## src/rtl/counter_run_controller_if.sv

```systemverilog
// counter_run_controller_if: control and status bundle between board inputs and the run controller
// Ports: master drives start/stop/hold/mode_auto/up_down/load_value/terminal_value/prescale
//        and observes count/busy/done/wrap/state; slave is the controller side.
interface counter_run_controller_if #(
    parameter int WIDTH      = 3,
    parameter int PRESCALE_W = 4
);
    logic                  start;
    logic                  stop;
    logic                  hold;
    logic                  mode_auto;
    logic                  up_down;
    logic [WIDTH-1:0]      load_value;
    logic [WIDTH-1:0]      terminal_value;
    logic [PRESCALE_W-1:0] prescale;
    logic [WIDTH-1:0]      count;
    logic                  busy;
    logic                  done;
    logic                  wrap;
    logic [1:0]            state;
    modport master (
        output start, stop, hold, mode_auto, up_down, load_value, terminal_value, prescale,
        input  count, busy, done, wrap, state
    );
    modport slave (
        input  start, stop, hold, mode_auto, up_down, load_value, terminal_value, prescale,
        output count, busy, done, wrap, state
    );
endinterface

```

## src/rtl/counter_run_controller.sv

```systemverilog
// counter_run_controller: FSM-sequenced up/down counter with prescaled ticks, hold, one-shot/auto-reload
// Ports: input_clock1_1 clock, input_reset1_2 async active-high reset, bus slave modport
//        carrying run controls in and count/busy/done/wrap/state out.
module counter_run_controller #(
    parameter int WIDTH      = 3,
    parameter int PRESCALE_W = 4
) (
    input  logic                    input_clock1_1,
    input  logic                    input_reset1_2,
    counter_run_controller_if.slave bus
);
    typedef enum logic [1:0] {IDLE = 2'b00, RUN = 2'b01, HOLD = 2'b10, DONE = 2'b11} state_t;
    state_t                state_q, state_d;
    logic [WIDTH-1:0]      count_q, count_d, load_q, load_d, term_q, term_d;
    logic [PRESCALE_W-1:0] psc_q, psc_d, ps_q, ps_d;
    logic                  auto_q, auto_d, up_q, up_d;
    logic                  done_q, done_d, wrap_q, wrap_d, busy_q, busy_d;
    logic                  tick;
    assign tick = psc_q == ps_q;
    always_comb begin
        state_d = state_q;
        count_d = count_q;
        psc_d   = psc_q;
        load_d  = load_q;
        term_d  = term_q;
        ps_d    = ps_q;
        auto_d  = auto_q;
        up_d    = up_q;
        done_d  = 1'b0;
        wrap_d  = 1'b0;
        if (bus.stop) begin
            state_d = IDLE;
            psc_d   = '0;
        end else if ((state_q == IDLE || state_q == DONE) && bus.start) begin
            state_d = RUN;
            count_d = bus.load_value;
            psc_d   = '0;
            load_d  = bus.load_value;
            term_d  = bus.terminal_value;
            ps_d    = bus.prescale;
            auto_d  = bus.mode_auto;
            up_d    = bus.up_down;
        end else if (state_q == RUN) begin
            if (bus.hold) begin
                state_d = HOLD;
            end else if (tick) begin
                psc_d = '0;
                if (count_q == term_q) begin
                    done_d  = 1'b1;
                    wrap_d  = auto_q;
                    count_d = auto_q ? load_q : count_q;
                    state_d = auto_q ? RUN : DONE;
                end else begin
                    count_d = up_q ? count_q + 1'b1 : count_q - 1'b1;
                end
            end else begin
                psc_d = psc_q + 1'b1;
            end
        end else if (state_q == HOLD && !bus.hold) begin
            // the release cycle is still a HOLD cycle, so the prescaler stays frozen
            state_d = RUN;
        end
        busy_d = state_d == RUN || state_d == HOLD;
    end
    always_ff @(posedge input_clock1_1 or posedge input_reset1_2) begin
        if (input_reset1_2) begin
            state_q <= IDLE;
            count_q <= '0;
            psc_q   <= '0;
            load_q  <= '0;
            term_q  <= '0;
            ps_q    <= '0;
            auto_q  <= 1'b0;
            up_q    <= 1'b0;
            done_q  <= 1'b0;
            wrap_q  <= 1'b0;
            busy_q  <= 1'b0;
        end else begin
            state_q <= state_d;
            count_q <= count_d;
            psc_q   <= psc_d;
            load_q  <= load_d;
            term_q  <= term_d;
            ps_q    <= ps_d;
            auto_q  <= auto_d;
            up_q    <= up_d;
            done_q  <= done_d;
            wrap_q  <= wrap_d;
            busy_q  <= busy_d;
        end
    end
    assign bus.count = count_q;
    assign bus.busy  = busy_q;
    assign bus.done  = done_q;
    assign bus.wrap  = wrap_q;
    assign bus.state = state_q;
endmodule

```

## src/flat_wrapper.sv

```systemverilog
// flat-port wrapper written by rule: the top's interface ports become plain ports
module counter_run_controller_flat 
#(
    parameter int WIDTH      = 3,
    parameter int PRESCALE_W = 4
)
  (input_clock1_1, input_reset1_2, bus_start, bus_stop, bus_hold, bus_mode_auto, bus_up_down, bus_load_value, bus_terminal_value, bus_prescale, bus_count, bus_busy, bus_done, bus_wrap, bus_state);
  counter_run_controller_if #(.WIDTH(WIDTH), .PRESCALE_W(PRESCALE_W)) bus_i ();
  input  logic input_clock1_1;
  input  logic input_reset1_2;
  input wire logic [$bits(bus_i.start)-1:0] bus_start;
  input wire logic [$bits(bus_i.stop)-1:0] bus_stop;
  input wire logic [$bits(bus_i.hold)-1:0] bus_hold;
  input wire logic [$bits(bus_i.mode_auto)-1:0] bus_mode_auto;
  input wire logic [$bits(bus_i.up_down)-1:0] bus_up_down;
  input wire logic [$bits(bus_i.load_value)-1:0] bus_load_value;
  input wire logic [$bits(bus_i.terminal_value)-1:0] bus_terminal_value;
  input wire logic [$bits(bus_i.prescale)-1:0] bus_prescale;
  output wire logic [$bits(bus_i.count)-1:0] bus_count;
  output wire logic [$bits(bus_i.busy)-1:0] bus_busy;
  output wire logic [$bits(bus_i.done)-1:0] bus_done;
  output wire logic [$bits(bus_i.wrap)-1:0] bus_wrap;
  output wire logic [$bits(bus_i.state)-1:0] bus_state;
  assign bus_i.start = bus_start;
  assign bus_i.stop = bus_stop;
  assign bus_i.hold = bus_hold;
  assign bus_i.mode_auto = bus_mode_auto;
  assign bus_i.up_down = bus_up_down;
  assign bus_i.load_value = bus_load_value;
  assign bus_i.terminal_value = bus_terminal_value;
  assign bus_i.prescale = bus_prescale;
  assign bus_count = bus_i.count;
  assign bus_busy = bus_i.busy;
  assign bus_done = bus_i.done;
  assign bus_wrap = bus_i.wrap;
  assign bus_state = bus_i.state;
  counter_run_controller #(.WIDTH(WIDTH), .PRESCALE_W(PRESCALE_W)) u_core (.input_clock1_1(input_clock1_1), .input_reset1_2(input_reset1_2), .bus(bus_i));
endmodule
```

## config.mk

```make
export PLATFORM = sky130hd
export DESIGN_NAME = counter_run_controller_flat
export DESIGN_NICKNAME = d
export VERILOG_FILES = /design/src/rtl/counter_run_controller_if.sv /design/src/rtl/counter_run_controller.sv /design/src/flat_wrapper.sv
export SDC_FILE = /design/constraint.sdc
export NUM_CORES = 1
export LEC_CHECK = 0
export BUFFER_PORTS_ARGS = -buffer_cell sky130_fd_sc_hd__buf_4
export CAP_MARGIN = 20
export CORE_ASPECT_RATIO = 1.4
export CORE_UTILIZATION = 30
export DETAILED_ROUTE_END_ITERATION = 7
export PLACE_DENSITY = 0.47
export SYNTH_ARGS = -nofsm -noshare
export SYNTH_HDL_FRONTEND = slang
export SYNTH_SLANG_ARGS = --single-unit
```

## constraint.sdc

```tcl
create_clock -name input_clock1_1 -period 1.9 [get_ports input_clock1_1]
set_input_delay 0.285 -clock input_clock1_1 [delete_from_list [all_inputs] [get_ports input_clock1_1]]
set_output_delay 0.285 -clock input_clock1_1 [all_outputs]
set_load 0.005 [all_outputs]
```

After elaboration in Yosys (flattened, before gate mapping)
Cells that the tools add are included.

word-level totals
  register bits = 24
  input bits = 17
  output and inout port bits = 8
  logic and storage cells = 69

cells by class
  add/subtract/negate cells = 3
  eq/ne operators = 10
  muxes and demuxes = 32
  bitwise operators = 1
  reductions and logical operators = 12

operators with widths
  cell                   number
  $mux W3                7
  $mux W4                5
  $mux W2                8
  $mux W1                12
  $eq A2 B2 Y1 const B   3
  $reduce_and A5 Y1      1
  $add A4 B1 Y4 const B  1
  $eq A2 B1 Y1 const B   2
  $eq A4 B4 Y1           1
  $reduce_and A2 Y1      2
  $reduce_bool A2 Y1     2
  $add A3 B1 Y3 const B  1
  $eq A3 B3 Y1           1
  $ne A3 B1 Y1 const B   1
  $ne A3 B2 Y1 const B   1
  $reduce_bool A3 Y1     1
  $sub A3 B1 Y3 const B  1
  $logic_and A1 B1 Y1    2
  $logic_not A2 Y1       1
  $logic_or A1 B1 Y1     2
  $ne A2 B1 Y1 const B   1
  $logic_not A1 Y1       1
  $not A1 Y1             1

Depth between registers and ports, before layout
Gate-level depths: netlist (run 1).

  depth in word-level cells = 9
  depth in mapped cells = 7
  mapped depth without buffers = 7

Worst setup path after synthesis (run 1)
Ideal clock, no wire load.

  path kind = input port to flip-flop
  from = input port u_core.bus.state[0]
  to = register u_core.auto_q
  library setup time = 0.125 ns
  arrival time = 1.782 ns
  data required time = 1.775 ns
  slack = -0.007 ns
  stages = 7
  buffers on the path = 1
  cells stage by stage = dfrtp_1 > inv_1 > ha_1 > and2_1 > nand2b_1 > buf_1 > mux2_2

between the ends
  word-level cells in the longest chain between the ends = 4
  elaborated cells between the ends (all ways) = 5
  those cells by class = eq/ne: 1; reduce/logical: 4

RTL lines
  item                                              RTL line                         text
  start: declaration                                counter_run_controller_if.sv:27  output count, busy, done, wrap, state
  $eq A2 B2 Y1 or $logic_not A2 Y1 (tied branches)  counter_run_controller.sv:34     end else if ((state_q == IDLE || state_q == DONE) && bus.start) begin
  $logic_or A1 B1 Y1 *                              counter_run_controller.sv:34
  $logic_and A1 B1 Y1 *                             counter_run_controller.sv:34
  $reduce_and A2 Y1 (no line) *                     n/a
  end signal: assignment                            counter_run_controller.sv:85     auto_q <= auto_d;
  end: declaration                                  counter_run_controller.sv:16     logic auto_q, auto_d, up_q, up_d;

Every way passes the cells marked *; elsewhere a longest branch is shown, timed or not.
A chain may end at the register's enable or synchronous reset.

Worst setup path after layout (run 1)
  from = input port u_core.bus.count[0]
  to = register u_core.count_q[2] (netlist: u_core.bus.count[2])

between the ends
  word-level cells in the longest chain between the ends = 7
  elaborated cells between the ends (all ways) = 11
  those cells by class = add/sub: 2; eq/ne: 2; mux: 6; reduce/logical: 1

RTL lines
  item                                            RTL line                         text
  start: declaration                              counter_run_controller_if.sv:27
  $sub A3 B1 Y3 or $add A3 B1 Y3 (tied branches)  counter_run_controller.sv:54     count_d = up_q ? count_q + 1'b1 : count_q - 1'b1;
  $mux W3                                         counter_run_controller.sv:54
  $mux W3                                         counter_run_controller.sv:48     if (count_q == term_q) begin
  $mux W3                                         counter_run_controller.sv:46     end else if (tick) begin
  $mux W3                                         counter_run_controller.sv:44     if (bus.hold) begin
  $mux W3                                         counter_run_controller.sv:43     end else if (state_q == RUN) begin
  $mux W3                                         counter_run_controller.sv:34
  end signal: assignment                          counter_run_controller.sv:80     count_q <= count_d;
  end: declaration                                counter_run_controller.sv:14     logic [WIDTH-1:0] count_q, count_d, load_q, load_d, term_q, term_d;

Parallel ways exist; a longest one is shown, timed or not. The select of a mux whose other input is x is not followed.

==> results of run 1 <==
==> worst paths after layout <==
check | from | slack, ps | to | cells past startpoint
setup / recovery | u_core.bus.count[0] | 100 | u_core.bus.count[2] | 5
hold / removal | input_reset1_2 | 60 | u_core.term_q[0] | 3
setup reg to reg | u_core.bus.count[0] | 100 | u_core.bus.count[2] | 5
hold reg to reg | u_core.load_q[2] | 520 | u_core.load_q[2] | 1
max in group asynchronous | input_reset1_2 | 1590 | u_core.bus.count[0] | 3
min in group input_clock1_1 | bus_stop | 200 | u_core.bus.state[0] | 2
==> through the flow <==
| step | power [mW] | instance area (µm²) | std cells | setup slack (ps) |
|---|---|---|---|---|
| 2_1_floorplan | 1.26 | 1270 | 114 | 97.3 |
| 3_3_place_gp | 1.54 | 1570 | 189 | 69.2 |
| 3_5_place_dp | 1.56 | 1570 | 189 | 75.7 |
| 4_1_cts | 1.92 | 1620 | 193 | 43.9 |
| 5_1_grt | 2.06 | 1630 | 193 | 11.5 |
| 6_report | 1.92 | 1630 | 193 | 103 |
==> cells by family (layout without fill, tap and decap cells) <==
kind of cell | after synthesis | in the layout | synth area share (%)
DFF | 24 | 24 | 47.3
adders and majority gates | 4 | 4 | 4.53
AOI/OAI and AO/OA | 20 | 20 | 10.3
and+or+nand+nor | 36 | 36 | 15.7
muxes | 15 | 15 | 13.2
xor gates and xnor gates | 10 | 10 | 7.49
buffers and inverters | 5 | 41 | 1.48
==> cell usage in the layout, fill, tap and decap left out, drive strengths merged, types with 2 or more instances in the layout <==
cell / count
a21oi: 8
clkbuf: 4
nand2: 7
dfrtp: 24
a21boi: 2
mux2: 14
or2: 2
nor2: 7
a211oi: 2
buf: 33
inv: 4
nand3: 3
o21ai: 5
xnor2: 9
nor2b: 2
nor3: 3
ha: 3
nand2b: 5
and2: 3
==> layer usage <==
metal	wire length [µm]	global-route usage [%]
met1	1120	14.4
met2	1360	22.8
met3	91	2.28
met4	50	5.85
met5	0	0
==> what timing repair did <==
action                                  in CTS  in global routing
resized for setup                            0                  3
buffers inserted                             0                  0
endpoints found under the setup margin       0                  1
==> power by group <==
| group | leakage (nW) | total (mW) | switching, mW | internal, mW |
|---|---|---|---|---|
| sequential | 0.300 | 0.766 | 0.124 | 0.641 |
| combinational | 0.399 | 0.795 | 0.336 | 0.459 |
| clock | 0.0288 | 0.361 | 0.176 | 0.185 |
| total | 0.728 | 1.92 | 0.636 | 1.29 |
==> critical path: cells and delay by family, from the launching register on <==
family | cells | cell delay [ps]
simple gates | 2 | 380
compound gates | 1 | 270
mux | 1 | 370
xor+xnor | 1 | 200
flops | 1 | 470
==> sequential cells by signal, summed over array words and instances (netlist names) <==
register / count
u_core.bus.count: 3
u_core.auto_q: 1
u_core.psc_q: 4
u_core.term_q: 3
u_core.bus.done: 1
u_core.bus.state: 2
u_core.ps_q: 4
u_core.bus.wrap: 1
u_core.bus.busy: 1
u_core.up_q: 1
u_core.load_q: 3
==> final cells by class <==
type	count	area, µm²	share of cell area [%]
Multi-Input combinational cell	85	661	40.4
Sequential cell	24	602	36.8
Timing Repair Buffer	33	248	15.2
Clock buffer	4	55.1	3.37
Tap cell	43	53.8	3.29
Inverter	4	15.0	0.919
==> metrics.md, run 1 <==
| Metric | Value |
|---|---|
| Fin util | `41.0%` |
| WS Path Type | `flop to flop` |
| Max Cap Viol | `0` |
| DRT iter0 DRCs | `17` |
| # DRC | `4` |
| DR vias/cell | `4.97` |
| Synth Cell Area | `1270 µm²` |
| Min-delay worst type | `primary input to async pin` |
| Synth area leaders | `dfrtp_1 47%, mux2_2 12%, xnor2_1 5.5%` |
| Max IR drop VDD | `0.000718 V` |
| Final Max Slew Viols | `0` |
| CP max stage delay | `470 ps` |
| Vias in the first global route | `958` |
| Final net count | `172` |
| First-pass GRT wire length | `4.33 mm` |
| Clock Latency Late Sink | `270 ps` |
| #FFs+latches synth | `24` |
| Syn Nets | `135` |
| Crit Path Max Fanout | `5` |
| Die area | `4500 µm²` |
| Post-Route WL | `2.63 mm` |
| Die span in x | `57.0 µm` |
| H-tree levels | `1` |
| Half-perimeter wire length after placement | `2.01 mm` |
| Post-synth top area share | `47.3%` |
| Area Growth Syn to Fin | `28.7%` |
| Post-route ant nets | `0` |
| Worst-path clk slew | `90 ps` |
| Relative slew slack | `79.1%` |
| CP endpoint kind | `flop` |
| Chip height | `79.0 µm` |
| Top-count cell post-synth | `dfrtp_1` |
| CP required | `2060 ps` |
| Synth unique cells | `32` |
| Final worst-path cycle share | `94.6%` |
| CTS hold repair buffers | `0` |
| Failing checks | `DRC` |
| Clock period minus worst slack | `1800 ps` |
| CTS tree | `built` |
| Ys Warns | `0` |
| Final hold viol count | `0` |
| Setup Skew | `2.57 ps` |
| Longest Clk Path Bufs | `2` |
| Fmax | `556 MHz` |
| Starting density of the core | `31.9%` |
| Total power divided by cell area | `1180 nW/µm²` |
| Setup TNS | `0 ps` |
| CTS buffer count | `3` |
| Filler cells | `417` |
| Initial antenna violation count | `0` |
| IO Pins | `25` |
| Core Region | `3990 µm²` |
| Final setup violation count | `0` |
| DR WL/cell | `13.6 µm` |
| Synth Flop Type | `dfrtp_1` |
| Syn Area/Cell | `11.1 µm²` |
| RSZ-0062 raised after global routing | `false` |
| Data arrival, critical path | `1960 ps` |
| Row cnt | `27` |
| Input/output buffers | `24` |
| Sink Count | `24` |
| Measured slew at the worst slew-check pin | `314 ps` |
| Synth async-reset ratio | `100%` |
| Commonest cells in the netlist | `24 x dfrtp_1, 14 x mux2_2, 8 x a21oi_1, 8 x xnor2_1` |
| Routability Congestion | `0.754` |
| P_leak | `0.728 nW` |
| Status | `finished with violations` |
| Layout cell share with drive strength beyond 1 | `41.3%` |
| Largest net degree at the start of global routing | `25` |
| Overall Global Routing Usage | `12.7%` |
| EDFF count, synth | `0` |
| Critical Path Source Type | `flop` |
| GR Overflow Total | `0` |
| Cell count after synthesis | `114` |
| Cell taking the most area after synthesis | `dfrtp_1` |
| DRT Pass-1 Iters | `8` |
| Routed via count | `960` |
| CP max-delay cell | `dfrtp_2` |
| Number of diodes | `0` |
| Sequential area share after synthesis | `47.3%` |
| Cells along the critical path | `xnor2_1, nand3_2, or2_2, a21boi_1, mux2_2` |
| Fin Hold WS | `55.5 ps` |
| CTS root buf | `clkbuf_8` |
No activity file was read; power rests on OpenSTA's default activity.
==> run 2, diff against run 1 <==
--- a/config.mk
+++ b/config.mk
@@ -7,10 +7,12 @@
 export LEC_CHECK = 0
 export BUFFER_PORTS_ARGS = -buffer_cell sky130_fd_sc_hd__buf_4
 export CAP_MARGIN = 20
-export CORE_ASPECT_RATIO = 1.4
+export CORE_ASPECT_RATIO = 2
 export CORE_UTILIZATION = 30
+export CTS_BUF_LIST = sky130_fd_sc_hd__clkbuf_4 sky130_fd_sc_hd__clkbuf_8
 export DETAILED_ROUTE_END_ITERATION = 7
 export PLACE_DENSITY = 0.47
+export SLEW_MARGIN = 20
 export SYNTH_ARGS = -nofsm -noshare
 export SYNTH_HDL_FRONTEND = slang
 export SYNTH_SLANG_ARGS = --single-unit
==> metrics.md, run 2 (same netlist as run 1, synthesis figures left out) <==
| Metric | Value |
|---|---|
| Data arrival, critical path | `1950 ps (about the same)` |
| Logic pwr share | `40.1% (-1.3 points)` |
| Commonest non-fill, non-tap cells in the layout | `36 x buf_4, 23 x dfrtp_1, 14 x mux2_2` |
| Worst reg2reg setup slack | `120 ps (+20 ps)` |
| Vias in the first global route | `1035 (+8.0%)` |
| Critical Path Source Type | `flop` |
| Relative slew slack | `78.7% (-0.42 points)` |
| RSZ-0062 raised after global routing | `false` |
| Setup WS post-layout | `118 ps (+15.5 ps)` |
| Worst r2r dst | `u_core.bus.count[2]` |
| Largest net degree at the start of global routing | `25 (unchanged)` |
| Min-delay worst type | `primary input to async pin` |
| Fmax | `561 MHz (+0.87%)` |
| Dpl ws | `86.7 ps (+11.0 ps)` |
| P_leak | `0.750 nW (+3.0%)` |
| Input/output buffers | `24 (unchanged)` |
| DRT Pass-1 Iters | `4 (-4)` |
| Die span in x | `48.0 µm (-16%)` |
| Row cnt | `33 (+22%)` |
| Final setup violation count | `0 (unchanged)` |
| Top Registers | `u_core.ps_q: 4 flops, u_core.psc_q: 4 flops` |
| Finished Layout Cells | `205 (+6.2%)` |
| Placed cells | `199 (+5.3%)` |
| Seq pwr share | `37.4% (-2.4 points)` |
| Longest Clk Path Bufs | `2 (unchanged)` |
| Final net count | `175 (+1.7%)` |
| Total power divided by cell area | `1210 nW/µm² (+2.7%)` |
| CTS buffer count | `3 (unchanged)` |
| Reg2reg path depth | `5 (unchanged)` |
| Combined area of the multi-input logic cells | `666 µm² (+0.76%)` |
| Final Max Slew Viols | `0 (unchanged)` |
| Switching Share | `31.5% (-1.5 points)` |
| Core Region | `4090 µm² (+2.5%)` |
| Worst R2R Start | `u_core.bus.count[0]` |
| Clock period minus worst slack | `1780 ps (-15.5 ps)` |
| Final worst-path cycle share | `93.8% (-0.81 points)` |
| Routed via count | `968 (+0.83%)` |
| Initial antenna violation count | `0 (unchanged)` |
| Half-perimeter wire length after placement | `2.21 mm (+10%)` |
| Max IR drop VDD | `0.000867 V (+21%)` |
| Clk pwr share | `22.5% (+3.7 points)` |
| Die area | `4510 µm² (+0.26%)` |
| # DRC | `0 (-4)` |
| Setup TNS | `0 ps (unchanged)` |
| Sink Count | `24 (unchanged)` |
| Setup Skew | `2.47 ps (-0.107 ps)` |
| Worst-path clk slew | `90 ps (about the same)` |
| Layout cell share with drive strength beyond 1 | `43.1% (+1.8 points)` |
| Switch Pwr | `0.644 mW (+1.2%)` |
| DR vias/cell | `4.72 (-5.1%)` |
| Overall Global Routing Usage | `15.4% (+2.6 points)` |
| CTS tree | `built` |
| Starting density of the core | `31.1% (-0.79 points)` |
| Routability Congestion | `0.809 (+7.3%)` |
| IO Pins | `25 (unchanged)` |
| Area Growth Syn to Fin | `33.0%` |
| CTS root buf | `clkbuf_8` |
| Crit path capture | `u_core.bus.count[2]` |
| WS Path Type | `flop to flop` |
| DR WL/cell | `13.9 µm (+2.2%)` |
| CP required | `2060 ps (about the same)` |
| DRT iter0 DRCs | `12 (-5)` |
| Status | `finished, final reports clean` |
| Commonest non-fill, non-tap cell in the layout | `buf_4` |
| Power Internal | `1.40 mW (+8.6%)` |
| Chip height | `94.0 µm (+19%)` |
| H-tree levels | `1 (unchanged)` |
| Final hold viol count | `0 (unchanged)` |
| Measured slew at the worst slew-check pin | `320 ps (+6.24 ps)` |
| CTS hold repair buffers | `0 (unchanged)` |
| Crit Path Max Fanout | `5 (unchanged)` |
| Number of diodes | `0 (unchanged)` |
| CP endpoint kind | `flop` |
| First-pass GRT wire length | `4.77 mm (+10%)` |
| Post-Route WL | `2.85 mm (+8.5%)` |
| GR Overflow Total | `0 (unchanged)` |
| FF/Latch Area | `602 µm² (unchanged)` |
| Max Cap Viol | `0 (unchanged)` |
| Crit path from | `u_core.bus.count[0]` |
| Post-route ant nets | `0 (unchanged)` |
| Filler cells | `398 (-4.6%)` |
| Clock Latency Late Sink | `270 ps (about the same)` |
run 2: cell count changes in the layout (fill, tap and decap cells not counted):
cell	before	now
clkbuf_8	4	3
nor3_2	0	1
buf_4	33	36
bufinv_16	0	1
nor3_1	3	2
run 2: layout make-up:
type / count / share of cell area [%]
tap: 52 / 3.85
clock buffer: 3 / 2.44
multi-input combinational: 85 / 39.4
sequential: 24 / 35.6
timing repair buffer: 36 / 16.0
inverter: 4 / 0.889
clock inverter: 1 / 1.78
run 2: worst min path at each step:
stage	startpoint	cells after the start	endpoint
6_report	input_reset1_2	3	u_core.ps_q[2]
5_1_grt	input_reset1_2	3	u_core.ps_q[2]
3_5_place_dp	input_reset1_2	3	u_core.ps_q[2]
4_1_cts	input_reset1_2	3	u_core.ps_q[2]
3_3_place_gp	input_reset1_2	3	u_core.ps_q[2]
2_1_floorplan	input_reset1_2	1	u_core.auto_q
run 2: routing by layer:
| layer | GRT usage, % | wire length, µm | vias to the layer above |
|---|---|---|---|
| li1 | - | - | 474 |
| met1 | 16.2 | 1070 | 466 |
| met2 | 26.6 | 1600 | 21 |
| met3 | 2.12 | 74 | 7 |
| met4 | 9.03 | 101 | 0 |
| met5 | 0 | 0 | - |
run 2: through the flow:
stage	utilization (%)	area [µm²]	hold WS [ps]	power [mW]
floorplan	-	1270	300	1.26
global placement	38.8	1590	369	1.54
detailed placement	38.8	1590	364	1.56
CTS	40.6	1660	61.0	2.03
global route	41.3	1690	79.9	2.18
finish	41.3	1690	54.5	2.04
run 2: repair_timing:
action                                  4_1_cts  5_1_grt
endpoints found under the setup margin        0        2
buffers inserted                              0        2
resized for setup                             0        4
run 2: power by group through the flow:
stage	Sequential [mW]	Combinational [mW]	Clock [mW]
final	0.764	0.818	0.458
after global routing	0.787	0.906	0.489
after CTS	0.765	0.789	0.473
after detailed placement	0.776	0.786	0
after global placement	0.771	0.769	0
after floorplan	0.751	0.509	0
run 2: worst max-delay path: stages, from the launching register on:
cell and delay [ps]:
dfrtp_2 450, xnor2_1 200, nand3_2 100, or2_2 280
a21boi_1 270, mux2_2 370
